--- src/rtl/mips_pkg.sv ---
// mips_pkg: shared opcodes, instruction field positions, extension modes and the IF/ID entry layout
package mips_pkg;
  localparam logic [5:0] OP_ANDI = 6'h0C;
  localparam logic [5:0] OP_ORI  = 6'h0D;
  localparam logic [5:0] OP_XORI = 6'h0E;
  localparam logic [5:0] OP_LUI  = 6'h0F;
  localparam logic [5:0] OP_BEQ  = 6'h04;
  localparam logic [5:0] OP_BNE  = 6'h05;
  localparam int OPCODE_LSB = 26;
  localparam int RS_LSB     = 21;
  localparam int RT_LSB     = 16;
  localparam int RD_LSB     = 11;
  localparam int SHAMT_LSB  = 6;
  localparam int FUNCT_LSB  = 0;
  localparam int TARGET_LSB = 0;
  localparam int IMM_LSB    = 0;
  typedef enum logic [1:0] {EXT_SIGN, EXT_ZERO, EXT_LUI} ext_mode_t;
  typedef struct packed {
    logic [5:0]  opcode;
    logic [4:0]  rs;
    logic [4:0]  rt;
    logic [4:0]  rd;
    logic [4:0]  shamt;
    logic [5:0]  funct;
    logic [25:0] target;
    logic [31:0] imm_ext;
    logic [31:0] pc_plus4;
    logic [31:0] branch_target;
  } id_entry_t;
  // Logical immediates are zero-extended, lui shifts into the upper half, everything else sign-extends.
  function automatic ext_mode_t ext_mode_of(input logic [5:0] op);
    return (op == OP_ANDI || op == OP_ORI || op == OP_XORI) ? EXT_ZERO :
           (op == OP_LUI) ? EXT_LUI : EXT_SIGN;
  endfunction
endpackage

--- src/rtl/imm_extender.sv ---
// imm_extender: widens a 16-bit immediate to 32 bits by sign, zero or lui placement
module imm_extender
  import mips_pkg::*;
(
  input  logic [15:0] imm,
  input  ext_mode_t   mode,
  output logic [31:0] ext
);
  // Pure mux over the three placement rules.
  always_comb
    ext = (mode == EXT_ZERO) ? {16'h0000, imm} :
          (mode == EXT_LUI)  ? {imm, 16'h0000} :
                               {{16{imm[15]}}, imm};
endmodule

--- src/rtl/if_id_stage.sv ---
// if_id_stage: registered fetch-to-decode boundary with a two-entry skid buffer and flush
module if_id_stage
  import mips_pkg::*;
#(
  parameter int PC_WIDTH  = 32,
  parameter int IMM_WIDTH = 16
) (
  input  logic                clk,
  input  logic                reset,
  input  logic                flush,
  input  logic                in_valid,
  output logic                in_ready,
  input  logic [PC_WIDTH-1:0] in_instr,
  input  logic [PC_WIDTH-1:0] in_pc,
  output logic                out_valid,
  input  logic                out_ready,
  output logic [5:0]          out_opcode,
  output logic [4:0]          out_rs,
  output logic [4:0]          out_rt,
  output logic [4:0]          out_rd,
  output logic [4:0]          out_shamt,
  output logic [5:0]          out_funct,
  output logic [25:0]         out_target,
  output logic [31:0]         out_imm_ext,
  output logic [31:0]         out_pc_plus4,
  output logic [31:0]         out_branch_target
);
  id_entry_t   in_entry, main_q, skid_q;
  ext_mode_t   mode;
  logic        main_valid, skid_valid, accept, main_free;
  logic [31:0] imm_ext, pc_plus4;
  logic [15:0] imm;
  assign imm       = in_instr[IMM_LSB +: IMM_WIDTH];
  assign mode      = ext_mode_of(in_instr[OPCODE_LSB +: 6]);
  assign pc_plus4  = in_pc + 32'd4;
  imm_extender u_ext (.imm(imm), .mode(mode), .ext(imm_ext));
  // Decode everything on the input side so the stored entry is ready to drive decode directly.
  always_comb
    in_entry = '{
      opcode:        in_instr[OPCODE_LSB +: 6],
      rs:            in_instr[RS_LSB +: 5],
      rt:            in_instr[RT_LSB +: 5],
      rd:            in_instr[RD_LSB +: 5],
      shamt:         in_instr[SHAMT_LSB +: 5],
      funct:         in_instr[FUNCT_LSB +: 6],
      target:        in_instr[TARGET_LSB +: 26],
      imm_ext:       imm_ext,
      pc_plus4:      pc_plus4,
      branch_target: pc_plus4 + {{14{imm[15]}}, imm, 2'b00}
    };
  // in_ready depends only on skid occupancy, so out_ready never reaches it combinationally.
  assign in_ready  = !skid_valid;
  assign accept    = in_valid && in_ready;
  assign main_free = !main_valid || out_ready;
  assign out_valid         = main_valid;
  assign out_opcode        = main_q.opcode;
  assign out_rs            = main_q.rs;
  assign out_rt            = main_q.rt;
  assign out_rd            = main_q.rd;
  assign out_shamt         = main_q.shamt;
  assign out_funct         = main_q.funct;
  assign out_target        = main_q.target;
  assign out_imm_ext       = main_q.imm_ext;
  assign out_pc_plus4      = main_q.pc_plus4;
  assign out_branch_target = main_q.branch_target;
  // Main/skid update: flush squashes both, a free main takes skid first, a held main parks the new entry in skid.
  always_ff @(posedge clk or posedge reset) begin
    if (reset) begin
      main_valid <= 1'b0;
      skid_valid <= 1'b0;
      main_q     <= '0;
      skid_q     <= '0;
    end else if (flush) begin
      main_valid <= 1'b0;
      skid_valid <= 1'b0;
    end else if (main_free) begin
      main_valid <= skid_valid || accept;
      skid_valid <= 1'b0;
      if (skid_valid) main_q <= skid_q;
      else if (accept) main_q <= in_entry;
    end else if (accept) begin
      skid_valid <= 1'b1;
      skid_q     <= in_entry;
    end
  end
endmodule
--- config.mk ---
export PLATFORM = sky130hd
export DESIGN_NAME = if_id_stage
export DESIGN_NICKNAME = d
export VERILOG_FILES = /design/src/rtl/mips_pkg.sv /design/src/rtl/imm_extender.sv /design/src/rtl/if_id_stage.sv
export SDC_FILE = /design/constraint.sdc
export NUM_CORES = 1
export LEC_CHECK = 0
export CORE_UTILIZATION = 36
export DETAILED_ROUTE_END_ITERATION = 7
export PLACE_DENSITY = 0.64
export SYNTH_ARGS = -nofsm -noshare
export SYNTH_HDL_FRONTEND = slang
export SYNTH_SLANG_ARGS = --single-unit
--- constraint.sdc ---
create_clock -name clk -period 10.1 [get_ports clk]
set_clock_uncertainty 0.2 [all_clocks]
set_input_delay 2.525 -clock clk [delete_from_list [all_inputs] [get_ports clk]]
set_output_delay 2.525 -clock clk [all_outputs]
set_load 0.03 [all_outputs]
# Word-level counts from Yosys, hierarchy flattened
# Cells that the tools add are included.
# Widths: inputs -> output; s select.
# classes
add_sub_neg,2
eq_ne,6
mux,11
n_bitwise,2
reduce_logical,12
# op_table
operator,n
$mux 154,2
$add 32x3->32 const B,1
$add 32x32->32,1
$mux 32,1
$mux 31,1
$eq 6x4->1 const B,4
$reduce_and 3->1,2
$mux 1,5
$logic_or 1x1->1,4
$mux 2,2
$reduce_bool 2->1,2
$reduce_bool 3->1,1
$eq 2x1->1 const B,1
$eq 2x2->1 const B,1
$logic_not 1->1,2
$not 1->1,2
$logic_and 1x1->1,1
# word_totals
reg_bits,310
inputBits,69
output_inout_bits,156
wordCells,55

# Logic depth before layout (Yosys ltp)
# Gate-level depths: netlist (run 1).
# depth
depth_word,9
mapped_depth,17
mapped_depth_nobuf,16

# By module
# Synthesis (run 1) repeated with hierarchy kept, for this count alone.
# hier_totals
cells_unflattened,1307
area_unflattened_um2,13289.0
# by_module_without_submodules
module,instances,cells_each,area_per_inst_um2,seq_area_each_um2
if_id_stage,1,1250,12849.8,6356.1
imm_extender,1,57,439.2,0.0

# Worst setup path before layout (run 1)
# Ideal clock, no wire load.
# synth_timing
kind,in2reg
startpoint,in in_pc[2]
endpoint,reg main_q (netlist bit out_branch_target[31])
setup_ns,0.127
t_arrival_ns,5.536
required_ns,9.773
setup_slack_ns,4.237
stages,17
path_buffers,1
cell_sequence,ha_1 nand4_1 nor2_1 nand2_1 nor3_1 xnor2_1 inv_1 ha_1 clkbuf_2 nand2_1 or4_1 a211oi_2 o2111ai_1 a21boi_2 o221ai_2 mux2i_1 nand3_1
# synth_lines
element,line,rtl
start: declaration,if_id_stage.sv:14,"input logic [PC_WIDTH-1:0] in_pc,"
end signal: assignment,if_id_stage.sv:79,if (skid_valid) main_q <= skid_q;
end signal: assignment,if_id_stage.sv:80,else if (accept) main_q <= in_entry;
end: declaration,if_id_stage.sv:28,"id_entry_t in_entry, main_q, skid_q;"

==> metrics.md, run 1 <==
| Metric | Value |
|---|---|
| Leak pwr | between 7 and 8 nW |
| Post-DRT Antenna Nets | 0 |
| Synthesized area per cell | 9.62 um^2 |
| Proportion of layout cells with a drive suffix above 1 | roughly 10% |
| Min Clock Period, post-route | ~6600 ps |
| EDFF count, synth | 0 |
| HP Start | out_imm_ext[24]$_DFFE_PP0P_ |
| Drt total wl | around 35 mm |
| R2R Path Start | skid_valid$_DFFE_PP0P_ |
| PwrDens | between 200 and 250 nW/um^2 |
| H-tree depth | 1 |
| GR Layer Usage met2 | between 30% and 40% |
| R2R setup slack | 6920 ps |
| Vias/cell | roughly 5.1 |
| Syn Std Cell Area | ~13000 um^2 |
| Setup repair bufs after CTS | 0 |
| Req. time, crit path | 10310 ps |
| Synth top area share | between 40% and 50% |
| Worst Setup Start Kind | input pin |
| Hold Vio Cnt, Final | 0 |
| Hold EP | out_imm_ext[24]$_DFFE_PP0P_ |
| Slew margin rel. | around 23% |
| DP HPWL | between 20 and 30 mm |
| Met3 Use GR | 3.25% |
| Drc violations | 0 |
| Final nets | 1600 |
| Largest net degree at the start of global routing | 136 |
| Yosys Warn Count | 0 |
| Clk slew on worst S/H paths | 60 ps |
| Top Usage Layer GRT | met2 |
| # setup viols final | 0 |
| Mapped Nets | ~1.4k |
| Minimum hold slack | between 200 and 300 ps |
| Inserted Diodes | 0 |
| Crit end category | flip-flop |
| Gpl congestion | 0.864 |
| CTS tree | yes |
| Final design utilization | 46.4% |
| Crit Path Class | in2reg |
| Vias | 10.1k |
| Post-Syn Instances | ~1.3k |
| Largest cells by area after synthesis | dfrtp_1, nand2_1, o21ai_0, mux2_2, mux2i_1 |
| Max frequency | between 150 and 200 MHz |
| Port buffer count | 224 |
| Worst path arrival time | ~6800 ps |
| PostCTS Resize Cnt | 0 |
| Asr flop ratio synth | 100% |
| Clk root buf | clkbuf_16 |
| Max FO, Critical Path | 6 |
| Hold depth | 2 |
| Post-route insts no fill | about 2.0k |
| I/O pin count | about 230 |
| Area delta synth->final | 25.9% |
| R2r worst-path depth | 5 |
| Initial antenna violation count | 3 |
| Hold-fix buffers, CTS | 0 |
| Max Slew Vio Count | 0 |
| Routing usage on met1 | between 20% and 30% |
| Initial core utilization | a little under two fifths |
| Seq/Total Area, Yosys | about half |
| CTS buffer count | 28 |
| Top cells by instance count after synthesis | dfrtp_1, nand2_1, o21ai_0 |
| Number of global-route vias before repair | ~10k |
| Clk sinks | around 250 |
| Distinct cell type count after synthesis | just over 60 |
| Final cycle utilization of the critical path | between 60% and 70% |
| Die ar. | roughly 36000 um^2 |
| First drt pass iteration count | 5 |
| RSZ-0062 raised after global routing | no |
| GRT Overall Usage | between 10% and 20% |
| Commonest register cell after synthesis | dfrtp_1 |
| Site Rows | a little under 70 |
| Core ar. | ~35000 um^2 |
| Hold Path Class | reg2reg |
| Worst reg2reg path endpoint | out_rt[3]$_DFFE_PP0P_ |
| Top-count cell post-synth | dfrtp_1 |
| WL/cell | 18.0 um |
| Die height | ~190 um |
| MaxCap Viol Count | 0 |
| Final setup TNS | 0 ps |
| Worst skew pair latency | 550 ps |
| Status | completed |
| Die width | 191 um |
| Seq cells post-synth | approximately 250 |
| Initial DRC Count | 565 |
| Least-Margin Pin Slew | around 1200 ps |
| Final global-route overflow total | 0 |
| Placed Cells | 1922 |
| Maximum clock insertion buffer count | 3 |
| Peak supply drop | 155 uV |
| First-pass GRT wire length | between 50 and 60 mm |
| Area leader, netlist | dfrtp_1 |
==> worst max-delay path by stage <==
stage                  start                                 to  slack, ps
global placement    in_pc[2]             skid_q[31]$_DFFE_PP0P_       3140
detailed placement  in_pc[2]             skid_q[31]$_DFFE_PP0P_       3020
finish              in_pc[2]  out_branch_target[29]$_DFFE_PP0P_       3530
floorplan              reset  out_branch_target[10]$_DFFE_PP0P_        390
global route        in_pc[2]             skid_q[27]$_DFFE_PP0P_       3140
CTS                 in_pc[2]             skid_q[31]$_DFFE_PP0P_       3550
==> final cells by class <==
type / instances / area, um^2
Fill cell: 3370 / 18700
Inverter: 23 / 93.8
Timing Repair Buffer: 236 / 2330
Clock buffer: 40 / 806
Multi-Input combinational cell: 954 / 5930
Sequential cell: 254 / 6360
Tap cell: 455 / 569
Clock inverter: 9 / 109
==> sequential cells by signal, indices dropped and copies added, names as in the netlist, 4 cells and up <==
name / cells
out_branch_target: 30
out_funct: 5
out_imm_ext: 32
out_opcode: 6
out_pc_plus4: 32
out_rd: 4
out_rs: 5
out_rt: 4
out_shamt: 4
out_target: 4
skid_q: 126
==> metal layers <==
metal  routed length, um  part of all wire, %  vias up
met3                2160                  6.1       48
met4                 627                  1.8        6
met1               15400                   43     4878
met5                  38                 0.11        -
met2               17300                   49      281
li1                    -                    -     4904
==> worst max-delay path, cell delays in order <==
cell and delay (ps):
clkdlybuf4s50_1 650, ha_1 270, nand4_1 270, nor3_1 410
nand4_1 160, xor2_1 240, inv_1 100, ha_1 350
nand3_1 110, or4_1 570, a211oi_2 260, o21ai_0 170
a21oi_1 190, o31a_2 210, mux2i_1 200, nand3_1 100
==> cell families (layout without fill, tap and decap cells) <==
| kind of cell | count (synthesis) | count (layout) | synth area share (%) |
|---|---|---|---|
| compound gates | 332 | 332 | 14.5 |
| fa+ha+maj | 34 | 34 | 3.37 |
| buf+inv | 129 | 308 | 4.66 |
| mux | 133 | 133 | 11.0 |
| flops | 254 | 254 | 49.4 |
| xor+xnor | 57 | 57 | 3.88 |
| simple gates | 398 | 398 | 13.1 |
==> metrics by stage <==
step	power, mW	setup WS [ps]	cell area (um^2)
final	3.33	3530	16200
after global routing	3.51	3140	16200
after CTS	3.37	3550	16200
after detailed placement	2.34	3020	15300
after global placement	2.32	3140	15300
after floorplan	1.97	390	12900
==> where the power goes <==
group | total, mW | switching, mW | leakage (nW) | internal (mW)
registers | 1.37 | 0.126 | 3.14 | 1.25
logic | 0.939 | 0.541 | 3.61 | 0.399
clock network | 1.01 | 0.411 | 0.450 | 0.602
total | 3.33 | 1.08 | 7.20 | 2.25
==> cells in the final DEF (no fill, tap or decap), types with 5 or more instances in the layout <==
| master | instances |
|---|---|
| clkdlybuf4s50_1 | 224 |
| and3_1 | 8 |
| a31oi_1 | 9 |
| o21bai_1 | 6 |
| o21ai_1 | 5 |
| nand4_1 | 6 |
| clkbuf_1 | 6 |
| xor2_1 | 18 |
| o21ai_0 | 173 |
| nor3_1 | 10 |
| clkbuf_8 | 6 |
| mux2i_1 | 61 |
| inv_1 | 22 |
| ha_1 | 33 |
| xnor2_1 | 39 |
| a21oi_1 | 95 |
| a21o_1 | 14 |
| nand2_1 | 237 |
| nor2_1 | 85 |
| clkinv_2 | 5 |
| clkbuf_16 | 28 |
| dfrtp_1 | 253 |
| mux2_2 | 72 |
| nand3_1 | 25 |
| buf_4 | 12 |
(Power assumes the default switching activity.)
==> inputs of run 2 (changes only) <==
clock period = 5.39 ns   (was 10.1 ns; I/O delays follow)
==> run 2 against run 1 <==
Effect of this change:
- utilization is 1.7 points higher
- total power grew 92%
- first-iteration DRC count up 42%
- worst setup slack got worse by 3100 ps
- largest power group unchanged
- clock-buffer cell count increased by 1
- via count is 3.2% higher
- highest routed layer unchanged
- combinational power rose by 93%
- clock power is 99% higher
- global-route usage is 0.44 points higher
- cell count up 3.3%
- non-clock buffer count is 59 higher
- sequential share of layout area shrank 1.4 points
==> metrics.md, run 2 (synthesis results as in run 1) <==
| Metric | Value |
|---|---|
| Status | completed (unchanged) |
| Clk sinks | 254 (unchanged) |
| Site Rows | 68 (unchanged) |
| Most frequent cells in the layout | dfrtp_1, nand2_1, clkdlybuf4s50_1 (unchanged) |
| Number of flip-flops in the largest register | 126 (unchanged) |
| Commonest non-fill, non-tap cell in the layout | dfrtp_1 (unchanged) |
| Hold Path Class | reg2reg (unchanged) |
| CTS buffer count | 29 (was 28) |
| Vias | 10.4k (was 10.1k) |
| Initial antenna violation count | 3 (unchanged) |
| First drt pass iteration count | 7 (was 5) |
| Max FO, Critical Path | 4 (was 6) |
| Max Slew Vio Count | 0 (unchanged) |
| DP HPWL | 26.4 mm (was 25.1 mm) |
| Leak pwr | 7.53 nW (was 7.20 nW) |
| # setup viols final | 0 (unchanged) |
| Most flops, register | skid_q (unchanged) |
| Crit Path Class | in2reg (unchanged) |
| Min Clock Period, post-route | a little under 5000 ps |
| Die ar. | 36500 um^2 (unchanged) |
| Worst path arrival time | 5140 ps (was 6790 ps) |
| Internal power | 4.32 mW (was 2.25 mW) |
| PwrDens | 381 nW/um^2 (was 205 nW/um^2) |
| Req. time, crit path | 5590 ps (was 10310 ps) |
| First-pass GRT wire length | 57.2 mm (was 56.0 mm) |
| Core ar. | 34900 um^2 (unchanged) |
| Final nets | 1660 (was 1600) |
| Clk root buf | clkbuf_16 (unchanged) |
| Slew margin rel. | 13.8% (was 22.8%) |
| Gpl congestion | 0.931 (was 0.864) |
| Die height | 191 um (unchanged) |
| Setup repair bufs after CTS | 0 (unchanged) |
| Port buffer count | 224 (unchanged) |
| Number of global-route vias before repair | 10.2k (was 9976) |
| Fillers | 3322 (was 3370) |
| R2R setup slack | 2380 ps (was 6920 ps) |
| Drc violations | 0 (unchanged) |
| Final setup TNS | 0 ps (unchanged) |
| Max frequency | just over 200 MHz |
| RSZ-0062 raised after global routing | no (unchanged) |
| Hold-fix buffers, CTS | 0 (unchanged) |
| Vias/cell | 5.13 (about the same) |
| Worst skew pair latency | 550 ps (about the same) |
| WL/cell | 18.0 um (about the same) |
| Worst Setup Start Kind | input pin (unchanged) |
| Switch share | 32.5% (was 32.4%) |
| Final global-route overflow total | 0 (unchanged) |
| Post-DRT Antenna Nets | 0 (unchanged) |
| CTS tree | yes (unchanged) |
| Clk slew on worst S/H paths | 60 ps (about the same) |
| I/O pin count | 225 (unchanged) |
| GRT Overall Usage | 20.1% (was 19.6%) |
| Placed Cells | 1981 (was 1922) |
| H-tree depth | 1 (unchanged) |
| Final cycle utilization of the critical path | approximately nine tenths |
| MaxCap Viol Count | 0 (unchanged) |
| PostCTS Resize Cnt | 0 (unchanged) |
| Crit end category | flip-flop (unchanged) |
| Area delta synth->final | 30.4% (was 25.9%) |
| Least-Margin Pin Slew | 1290 ps (was 1160 ps) |
| Hold Vio Cnt, Final | 0 (unchanged) |
| Drt total wl | 36.6 mm (was 35.5 mm) |
| Flop pwr share | 40.3% (was 41.3%) |
| Largest net degree at the start of global routing | 130 (was 136) |
| Psw | 2.08 mW (was 1.08 mW) |
| Peak supply drop | 267 uV (was 155 uV) |
| Initial core utilization | 36.9% (unchanged) |
| Crit path from | in_pc[3] (was in_pc[2]) |
| Proportion of layout cells with a drive suffix above 1 | 13.9% (was 10.2%) |
| Critical Path End | skid_q[27]$_DFFE_PP0P_ (was out_branch_target[29]$_DFFE_PP0P_) |
| R2r worst-path depth | 5 (unchanged) |
| Initial DRC Count | 805 (was 565) |
| Clock Power Share | 31.4% (was 30.5%) |
| Comb pwr share | 28.3% (was 28.2%) |
| Post-route insts no fill | 2037 (was 1971) |
| Maximum clock insertion buffer count | 3 (unchanged) |
| Die width | 191 um (unchanged) |
| R2R Path Start | skid_valid$_DFFE_PP0P_ (unchanged) |
| Worst reg2reg path endpoint | out_branch_target[14]$_DFFE_PP0P_ (was out_rt[3]$_DFFE_PP0P_) |
[run 2: changes by cell type in the layout (fill, tap and decap cells not counted)]
cell        delta
inv_6          +1
buf_4         +54
clkbuf_8       +2
buf_12         +5
clkinv_8       -1
clkbuf_16      +1
clkinvlp_4     +4
clkbuf_1       -2
diode_2        +2
[run 2: worst min path at each step]
stage,start,to,slack (ps),cells after the start
floorplan,skid_q[21]$_DFFE_PP0P_,skid_q[21]$_DFFE_PP0P_,240,2
finish,skid_q[27]$_DFFE_PP0P_,skid_q[27]$_DFFE_PP0P_,280,2
CTS,skid_q[63]$_DFFE_PP0P_,skid_q[63]$_DFFE_PP0P_,280,2
detailed placement,skid_q[63]$_DFFE_PP0P_,skid_q[63]$_DFFE_PP0P_,270,2
global route,skid_q[58]$_DFFE_PP0P_,skid_q[58]$_DFFE_PP0P_,300,2
global placement,skid_q[21]$_DFFE_PP0P_,skid_q[21]$_DFFE_PP0P_,250,2
[run 2: worst max-delay path, stage by stage]
cell	delay, ps
clkdlybuf4s50_1	500
ha_1	180
nand4_1	250
nor3_1	300
nand4_1	140
xor2_1	210
inv_1	110
ha_1	300
nand3_1	80
or4_1	580
a211oi_2	240
o2111ai_1	180
a21boi_2	260
o22ai_1	130
xor2_1	200
o21ai_0	100
[run 2: metrics by stage]
step	util, %	setup WS (ps)	hold slack (ps)	power (mW)	area [um^2]
final	48.1	451	279	6.39	16800
after global routing	48.1	138	300	6.74	16800
after floorplan	-	499	242	3.69	12900
after detailed placement	45.3	-98.1	270	4.44	15800
after global placement	45.3	-41.2	254	4.39	15800
after CTS	48.1	472	284	6.48	16800
[run 2: final cells by class]
class | instances | area, um^2 | area share [%]
Inverter | 23 | 90.1 | 0.537
Timing Repair Buffer | 295 | 2840 | 16.9
Multi-Input combinational cell | 954 | 5930 | 35.3
Antenna cell | 2 | 5.00 | 0.0298
Tap cell | 455 | 569 | 3.39
Sequential cell | 254 | 6360 | 37.9
Clock inverter | 13 | 135 | 0.805
Clock buffer | 41 | 851 | 5.07
[run 2: power by group through the flow]
stage / clock network, mW / registers, mW / logic [mW]
after floorplan: 0 / 2.90 / 0.788
after global placement: 0 / 2.59 / 1.80
after detailed placement: 0 / 2.61 / 1.83
after CTS: 2.06 / 2.58 / 1.83
after global routing: 2.15 / 2.63 / 1.96
final: 2.01 / 2.58 / 1.81
[run 2: metal layers]
metal / share of wire, % / up-vias / global-route usage [%] / wire length (um)
met5: 0.035 / - / 0 / 13
met1: 44 / 5070 / 26.2 / 16100
met3: 5.9 / 56 / 3.78 / 2160
met4: 2.4 / 2 / 4.86 / 871
met2: 48 / 290 / 34.1 / 17500
li1: - / 5023 / - / -
==> inputs of run 3 (changes only) <==
CORE_MARGIN = 2   (was default)
REMOVE_ABC_BUFFERS = 1   (was default)
==> run 3 against run 2 <==
Effect of this change:
- critical path depth rose by 2
- via count fell by 2.2%
- final area fell by 0.13%
- die area rose by 2.1%
- maximum frequency rose by 1.2%
- register-to-register slack got worse by 170 ps
- cell count barely moved
- hold slack got worse by 1.2 ps
- sequential power barely moved
- worst setup slack improved by 57 ps
- routed wire length fell by 6.7%
- sequential share of layout area rose by 0.051 points
==> metrics.md, run 3 (synthesis results as in run 1) <==
| Metric | Value |
|---|---|
| Largest net degree at the start of global routing | 99 (was 130) |
| Initial core utilization | 36.3% (was 36.9%) |
| Peak supply drop | 241 uV (was 267 uV) |
| Drt total wl | 34.2 mm (was 36.6 mm) |
| Most flops, register | skid_q (unchanged) |
| Most frequent cells in the layout | dfrtp_1, nand2_1, clkdlybuf4s50_1 (unchanged) |
| Worst path arrival time | 5100 ps (was 5140 ps) |
| Crit-path slowest cell | or4_1 (unchanged) |
| Max FO, Critical Path | 4 (unchanged) |
| Post-Place Setup Slack | -88.3 ps (was -98.1 ps) |
| Die ar. | 37300 um^2 (was 36500 um^2) |
| Crit end category | flip-flop (unchanged) |
| Setup repair bufs after CTS | 0 (unchanged) |
| Clk root buf | clkbuf_16 (unchanged) |
| Maximum clock insertion buffer count | 3 (unchanged) |
| Die height | 193 um (was 191 um) |
| Post-layout worst setup margin | 507 ps (was 451 ps) |
| WL/cell | 16.8 um (was 18.0 um) |
| Site Rows | 69 (was 68) |
| Min Clock Period, post-route | 4880 ps (was 4940 ps) |
| CTS tree | yes (unchanged) |
| Port buffer count | 224 (unchanged) |
| Gpl congestion | 0.862 (was 0.931) |
| Vias | 10.2k (was 10.4k) |
| Area delta synth->final | 30.2% (was 30.4%) |
| Final nets | 1657 (was 1660) |
| CP cell instances | clkdlybuf4s50_1 -> ha_1 -> nand4_1 -> buf_4 -> nor3_1 -> buf_4 -> nand4_1 -> xor2_1 -> inv_1 -> ha_1 -> nand3_1 -> or4_1 -> a211oi_2 -> o2111ai_1 -> a21boi_2 -> o221ai_2 -> xnor2_1 -> o21ai_0 (was clkdlybuf4s50_1 -> ha_1 -> nand4_1 -> nor3_1 -> nand4_1 -> xor2_1 -> inv_1 -> ha_1 -> nand3_1 -> or4_1 -> a211oi_2 -> o2111ai_1 -> a21boi_2 -> o22ai_1 -> xor2_1 -> o21ai_0) |
| Worst Setup Start Kind | input pin (unchanged) |
| Slew margin rel. | 29.7% (was 13.8%) |
| Crit path largest cell delay | 590 ps (was 580 ps) |
| Hold Vio Cnt, Final | 0 (unchanged) |
| # setup viols final | 0 (unchanged) |
| Commonest non-fill, non-tap cell in the layout | dfrtp_1 (unchanged) |
| Clk sinks | 254 (unchanged) |
| Req. time, crit path | 5600 ps (was 5590 ps) |
| First-pass GRT wire length | 54.4 mm (was 57.2 mm) |
| Clk slew on worst S/H paths | 60 ps (about the same) |
| Core ar. | 35400 um^2 (was 34900 um^2) |
| Worst skew pair latency | 550 ps (about the same) |
| Final design utilization | 47.3% (was 48.1%) |
| DP HPWL | 23.9 mm (was 26.4 mm) |
| PwrDens | 379 nW/um^2 (was 381 nW/um^2) |
| CTS buffer count | 29 (unchanged) |
| I/O pin count | 225 (unchanged) |
| Post-DRT Antenna Nets | 0 (unchanged) |
| Final cycle utilization of the critical path | 90.6% (was 91.6%) |
| Initial antenna violation count | 4 (was 3) |
| Initial DRC Count | 543 (was 805) |
| Pwr Total | 6.34 mW (was 6.39 mW) |
| Hold Path Class | reg2reg (unchanged) |
| Proportion of layout cells with a drive suffix above 1 | 13.6% (was 13.9%) |
| Hold-fix buffers, CTS | 0 (unchanged) |
| First drt pass iteration count | 5 (was 7) |
| Max frequency | 205 MHz (was 202 MHz) |
| RSZ-0062 raised after global routing | no (unchanged) |
| PostCTS Resize Cnt | 0 (unchanged) |
| Final global-route overflow total | 0 (unchanged) |
| H-tree depth | 1 (unchanged) |
| Leak pwr | 7.52 nW (was 7.53 nW) |
| Drc violations | 0 (unchanged) |
| Vias/cell | 5.01 (was 5.13) |
| Least-Margin Pin Slew | 1050 ps (was 1290 ps) |
| Crit Path Class | in2reg (unchanged) |
| Max Slew Vio Count | 0 (unchanged) |
| GRT Overall Usage | 18.4% (was 20.1%) |
| Number of flip-flops in the largest register | 126 (unchanged) |
| Die width | 193 um (was 191 um) |
| Number of global-route vias before repair | 9863 (was 10.2k) |
| Status | completed (unchanged) |
| MaxCap Viol Count | 0 (unchanged) |
run 3: routing by layer:
layer / global-route usage (%) / part of all wire [%]
met2: 29.2 / 46
met4: 3.90 / 2.0
met1: 26.2 / 46
met3: 3.44 / 5.4
met5: 0 / 0.12
run 3: path summary, 6_finish.rpt:
| check | cells past startpoint | startpoint | slack [ps] | endpoint |
|---|---|---|---|---|
| hold / removal | 2 | out_imm_ext[19]$_DFFE_PP0P_ | 280 | out_imm_ext[19]$_DFFE_PP0P_ |
| min in group asynchronous | 2 | reset | 1080 | out_imm_ext[13]$_DFFE_PP0P_ |
| setup reg to reg | 7 | skid_valid$_DFFE_PP0P_ | 2210 | out_branch_target[28]$_DFFE_PP0P_ |
| hold reg to reg | 2 | out_imm_ext[19]$_DFFE_PP0P_ | 280 | out_imm_ext[19]$_DFFE_PP0P_ |
| max in group asynchronous | 3 | reset | 2880 | skid_q[153]$_DFFE_PP0P_ |
| setup / recovery | 18 | in_pc[2] | 510 | skid_q[31]$_DFFE_PP0P_ |
run 3: where the power goes:
group | total, mW | internal, mW | switching [mW]
Clock | 1.98 | 1.19 | 0.793
Combinational | 1.80 | 0.784 | 1.01
Sequential | 2.57 | 2.34 | 0.229
run 3: stage by stage:
| stage | instance area (um^2) | hold WS [ps] | setup TNS (ps) | cells |
|---|---|---|---|---|
| floorplan | 12400 | 242 | -1232960 | 1231 |
| global placement | 15800 | 256 | 0 | 1984 |
| detailed placement | 15800 | 267 | -310 | 1984 |
| CTS | 16800 | 280 | 0 | 2038 |
| global route | 16800 | 299 | 0 | 2038 |
| finish | 16800 | 278 | 0 | 2039 |
run 3: worst max-delay path: cells and delay by family:
family                     cells  cell delay (ps)
and+or+nand+nor                5             1060
buffers and inverters          4              880
AOI/OAI and AO/OA              5              960
xor gates and xnor gates       2              350
adders and majority gates      2              470
run 3: cell type report:
type,count,area (um^2)
inverters,23,93.8
multi-input cells,954,5930
clock inverters,11,126
flip-flops and latches,254,6360
fillers,3332,18600
clock buffers,43,848
repair buffers,292,2820
well taps,461,577
diodes,1,2.50
